`config.mk`:
```
export PLATFORM = sky130hd
export DESIGN_NAME = path_addr_gen
export DESIGN_NICKNAME = d
export VERILOG_FILES = /design/src/rtl/path_addr_gen.sv
export SDC_FILE = /design/constraint.sdc
export NUM_CORES = 1
export LEC_CHECK = 0
export BUFFER_PORTS_ARGS = -buffer_cell sky130_fd_sc_hd__clkbuf_2
export CAP_MARGIN = 5
export CORE_AREA = 2 2 144 111
export CTS_BUF_LIST = sky130_fd_sc_hd__clkbuf_4
export CTS_CLUSTER_SIZE = 10
export DETAILED_ROUTE_END_ITERATION = 8
export DIE_AREA = 0 0 146 113
export GPL_TIMING_DRIVEN = 0
export PLACE_DENSITY = 0.69
export SYNTH_ARGS = -nofsm -noshare
export SYNTH_HDL_FRONTEND = slang
export SYNTH_SLANG_ARGS = --single-unit
```
`constraint.sdc`:
```
create_clock -name Clock -period 7.8 [get_ports Clock]
set_input_delay 2.34 -clock Clock [delete_from_list [all_inputs] [get_ports Clock]]
set_output_delay 2.34 -clock Clock [all_outputs]
set_load 0.01 [all_outputs]
```
`src/rtl/path_addr_gen.sv`:
```
// ORAM path address generator: walks the root-leaf bucket path in either direction, one DRAM command per burst.
// Optional perf counters (StallCnt/CmdCnt) are built only when PATH_ADDR_GEN_PERF_EN is defined.
module path_addr_gen #(
  parameter int unsigned ORAML      = 31,
  parameter int unsigned BKT_BURSTS = 4,
  parameter int unsigned HDR_BURSTS = 1,
  parameter int unsigned BURST_LEN  = 8,
  parameter int unsigned NCH        = 1,
  parameter int unsigned DDR_AW     = 28,
  parameter int unsigned CMD_W      = 3,
  localparam int unsigned LW        = $clog2(ORAML + 2),
  localparam int unsigned CHW       = (NCH > 1) ? $clog2(NCH) : 1
) (
  input  logic              Clock,
  input  logic              Reset,
  input  logic              Start,
  input  logic              RWIn,
  input  logic              BHIn,
  input  logic              DirIn,
  input  logic [ORAML-1:0]  Leaf,
  output logic              Ready,
  input  logic              CmdReady,
  output logic              CmdValid,
  output logic [CMD_W-1:0]  Cmd,
  output logic [CHW-1:0]    Chan,
  output logic [DDR_AW-1:0] Addr,
  output logic [ORAML:0]    BktIdx,
  output logic [LW-1:0]     Level,
  output logic              Last,
  output logic [31:0]       StallCnt,
  output logic [31:0]       CmdCnt
);

  localparam int unsigned BW      = (BKT_BURSTS > 1) ? $clog2(BKT_BURSTS) : 1;
  localparam int unsigned NCH_LOG = $clog2(NCH);
  localparam int unsigned IW      = ORAML + 2;
  localparam logic [CMD_W-1:0] CMD_RD = CMD_W'(1);
  localparam logic [CMD_W-1:0] CMD_WR = '0;

  typedef enum logic {IDLE, ISSUE} state_t;

  state_t           state, state_n;
  logic             rw_q, rw_n, bh_q, bh_n, dir_q, dir_n;
  logic [ORAML-1:0] leaf_q, leaf_n;
  logic [LW-1:0]    level_q, level_n;
  logic [BW-1:0]    burst_q, burst_n;

  logic             fire, burst_last, level_last;
  logic [BW-1:0]    nb_m1;
  logic [LW-1:0]    shamt;
  logic [IW-1:0]    pow2, leaf_shift, bkt_full, local_idx;

  always_ff @(posedge Clock) begin
    if (Reset) begin
      state   <= IDLE;
      rw_q    <= 1'b0;
      bh_q    <= 1'b0;
      dir_q   <= 1'b0;
      leaf_q  <= '0;
      level_q <= '0;
      burst_q <= '0;
    end else begin
      state   <= state_n;
      rw_q    <= rw_n;
      bh_q    <= bh_n;
      dir_q   <= dir_n;
      leaf_q  <= leaf_n;
      level_q <= level_n;
      burst_q <= burst_n;
    end
  end

  assign nb_m1      = bh_q ? BW'(HDR_BURSTS - 1) : BW'(BKT_BURSTS - 1);
  assign burst_last = (burst_q == nb_m1);
  assign level_last = dir_q ? (level_q == '0) : (level_q == LW'(ORAML));
  assign fire       = CmdValid && CmdReady;

  always_comb begin
    state_n = state;
    rw_n    = rw_q;
    bh_n    = bh_q;
    dir_n   = dir_q;
    leaf_n  = leaf_q;
    level_n = level_q;
    burst_n = burst_q;
    unique case (state)
      IDLE: begin
        if (Start) begin
          rw_n    = RWIn;
          bh_n    = BHIn;
          dir_n   = DirIn;
          leaf_n  = Leaf;
          level_n = DirIn ? LW'(ORAML) : '0;
          burst_n = '0;
          state_n = ISSUE;
        end
      end
      ISSUE: begin
        if (fire) begin
          if (burst_last) begin
            burst_n = '0;
            if (level_last)
              state_n = IDLE;
            else
              level_n = dir_q ? level_q - LW'(1) : level_q + LW'(1);
          end else begin
            burst_n = burst_q + BW'(1);
          end
        end
      end
      default: state_n = IDLE;
    endcase
  end

  // Heap index of the bucket on this leaf's path at the current level, kept one bit wider than the output.
  always_comb begin
    pow2          = '0;
    pow2[level_q] = 1'b1;
    shamt         = LW'(ORAML) - level_q;
    leaf_shift    = {2'b00, leaf_q} >> shamt;
    bkt_full      = pow2 - IW'(1) + leaf_shift;
    local_idx     = bkt_full >> NCH_LOG;
  end

  assign Ready    = (state == IDLE);
  assign CmdValid = (state == ISSUE);
  assign Last     = CmdValid && burst_last && level_last;
  assign Cmd      = rw_q ? CMD_RD : CMD_WR;
  assign Level    = level_q;
  assign BktIdx   = bkt_full[ORAML:0];
  assign Chan     = (NCH > 1) ? bkt_full[CHW-1:0] : '0;
  // Headers share the full-bucket stride so header and body of a bucket stay co-located.
  assign Addr     = (DDR_AW'(local_idx) * DDR_AW'(BKT_BURSTS) + DDR_AW'(burst_q)) * DDR_AW'(BURST_LEN);

`ifdef PATH_ADDR_GEN_PERF_EN
  logic [31:0] stall_q, cnt_q;

  always_ff @(posedge Clock) begin
    if (Reset) begin
      stall_q <= '0;
      cnt_q   <= '0;
    end else begin
      if (CmdValid && !CmdReady && stall_q != '1)
        stall_q <= stall_q + 32'd1;
      if (fire && cnt_q != '1)
        cnt_q <= cnt_q + 32'd1;
    end
  end

  assign StallCnt = stall_q;
  assign CmdCnt   = cnt_q;
`else
  assign StallCnt = '0;
  assign CmdCnt   = '0;
`endif

endmodule

```
==> flow_summary.ini <==
[outcome]
status = completed

[sta]
fin_skew_ps = 8.65
relSlewSlack = 0.385
setup_ws_ps = 239
finalSetupViolations = 0
max_slew.worst_pin.slew_ps = 915
min_period_ps = 7560
rsz0062_at_grt = yes
min_period_over_period = 0.969
slew_violations = 0
hold_violations = 0
hold_slack_ps = 465
fmax_mhz = 132

[placed_design]
dpl_cell_area_um2 = 7840
hpwl_um = 15200
dp.cells = 1296
port_buffers = 103
gp_congestion = 0.984
place_ws_ps = 651

[layout]
drive_above_1_share = 0.254
antenna_cells = 0
fin_area_um2 = 7930
layout.nets = 1203
area_growth_pct = 16.5
instances_no_fill = 1304

[worst_setup_path]
crit_type = flop to primary output
crit_slowest_cell = dfxtp_1
worst_setup_path_start_kind = flop
crit_fanout = 10
crit_family = compound AO/OA/AOI/OAI gates
arrival_ps = 5220
cp-end-kind = primary output
slowest_delay_ps = 450
worstPathRequired_ps = 5460
crit_buf_inv = 5
path_cells = buf_4 > buf_2 > inv_1 > o31ai_2 > mux2_2 > mux2i_1 > or2_1 > ha_1 > inv_1 > ha_1 > fa_1 > a21o_2 > a22o_1 > a221o_1 > o21a_1 > o211a_1 > a2111oi_2 > clkbuf_2

[detailed_routing]
drt_pass1_iterations = 5
finalWirelength_um = 18400
antenna_left = 0
drc = 0
wl_per_cell_um = 14.1
detail_route.vias_per_cell = 5.13
drtIter0Drc = 544
vias = 6687

[synth]
async_flop_share = 0
synth_common_cells = 177 x nand2_1, 99 x buf_4, 77 x inv_1, 71 x a21oi_1, 65 x ha_1
yosysTopAreaCell = dfxtp_1
synth_area_leaders = dfxtp_1 13%, ha_1 12%, buf_4 11%
ys_types = 69
synth_edf_count = 0
ys_ff_latch = 43
synth_most_common_cell = nand2_1
synth_cells = 919
seq_area_frac_synth = 0.127
yosysWarnings = 0
avgSynthCellArea_um2 = 7.40
synth.top_cell.area_share = 0.127
synth_flop_cell = dfxtp_1
syn_area_um2 = 6800

[job]
timing.max_cap.violations = 0

[floorplan]
boundaryPins = 175
dieArea_um2 = 16500
die_x_um = 146
die_h_um = 113
core_area_um2 = 15000
rows = 39
initial_utilization = 0.453

[hold_path]
hp-class = flop to flop

[global_route]
grt_max_degree = 16
grt_pass1_vias = 6158
antenna_found_initial = 0
grtUsageTotal = 0.221
overflow = 0
grt_first_pass_wirelength_um = 30200

[power]
p_leak_nw = 3.96
switching_share = 0.457
p_sw_uw = 697
power_density_nw_per_um2 = 192
p_int_uw = 829
combPwrFrac = 0.737
ir_drop_v = 0.000113
power_mw = 1.53
p_clk_frac = 0.099
p_seq_frac = 0.165

[clock_tree]
worstSkewPairLatency_ps = 380
cts_tree = built
cts_buffer_depth = 2
cts_buffers = 5
root_buffer = clkbuf_4
cts_htree_levels = 2
path_clk_slew_ps = 140
clock-sinks = 43
-- power by group through the flow --
stage	sequential, mW	clock, mW	combinational (mW)
floorplan	0.250	0	0.787
global placement	0.254	0	1.11
detailed placement	0.255	0	1.12
CTS	0.250	0.154	1.12
global route	0.253	0.164	1.24
finish	0.251	0.151	1.12
-- timing repair --
item                                    in CTS  in global routing
hold endpoints to repair                     0                  0
buffers inserted                             0                  0
hold buffers                                 0                  0
gates resized for setup                      0                  3
endpoints found under the setup margin       0                  7
-- final timing paths --
kind,from,end,slack [ps],cells past startpoint
max,Level[1],BktIdx[27],240,18
min,leaf_q[0],leaf_q[0],460,2
max reg2reg,Level[1],Level[4],5350,10
min reg2reg,leaf_q[0],leaf_q[0],460,2
-- final cells by class --
class                      instances  area (um2)
timing repair buffer             103         515
clock inverter                     3        47.5
fill                            1513        7100
clock buffer                       5        37.5
buffer                           147         958
multi-input combinational        721        4960
tap                              205         256
inverter                          77         289
sequential                        43         861
-- logic make-up (layout without fill, tap and decap cells) --
| family | after synthesis | in the layout | synth area share |
|---|---|---|---|
| AND/OR/NAND/NOR | 289 | 289 | 0.189 |
| buffers and inverters | 224 | 335 | 0.183 |
| AO/OA/AOI/OAI | 200 | 200 | 0.188 |
| adder cells (fa/ha/maj) | 67 | 67 | 0.125 |
| multiplexers | 67 | 67 | 0.151 |
| flip-flops | 43 | 43 | 0.127 |
| XOR/XNOR | 28 | 28 | 0.0360 |
| other | 1 | 70 | 0.000551 |
-- registers in the layout, indices dropped and copies added, names as in the netlist --
signal	flops
CmdValid	1
Level	6
bh_q	1
burst_q	2
dir_q	1
leaf_q	31
rw_q	1
-- per-layer routing --
layer | track usage | share of wire | up-vias
met5 | 0 | 0 | -
met4 | 0.0408 | 0.0090 | 0
met3 | 0.0464 | 0.090 | 20
met2 | 0.332 | 0.41 | 243
met1 | 0.329 | 0.49 | 3043
li1 | - | - | 3381
-- worst register-to-register path, cell delays in order (launching register included) --
cell	delay, ps
dfxtp_1	450
buf_4	240
buf_2	290
inv_1	160
fa_1	470
inv_1	80
a21o_1	110
a21oi_1	70
xnor2_1	130
a211oi_1	270
nor3_1	80
-- stage by stage --
| stage | setup TNS (ps) | utilization |
|---|---|---|
| after global placement | 0 | 0.521 |
| after global routing | -26.5 | 0.528 |
| after floorplan | 0 | - |
| after detailed placement | 0 | 0.521 |
| final | 0 | 0.528 |
| after CTS | 0 | 0.527 |
-- cell usage in the layout (no fill, tap or decap), types with 6 or more instances in the layout --
master	count
clkbuf_4	6
nor3_1	17
nand2_1	177
o211ai_1	14
buf_4	99
clkbuf_2	105
nand4_1	6
conb_1	70
nand2b_1	8
clkbuf_1	29
ha_1	65
nor2b_1	13
xor2_1	11
a21oi_1	71
mux2_2	12
mux4_2	27
nand3_1	13
nor2_1	28
o21a_1	6
o21ai_1	7
buf_2	11
inv_1	77
xnor2_1	17
a211oi_1	7
o21ai_0	30
a21o_1	19
dfxtp_1	43
mux2i_1	27
Power figures use the tool's default switching activity.
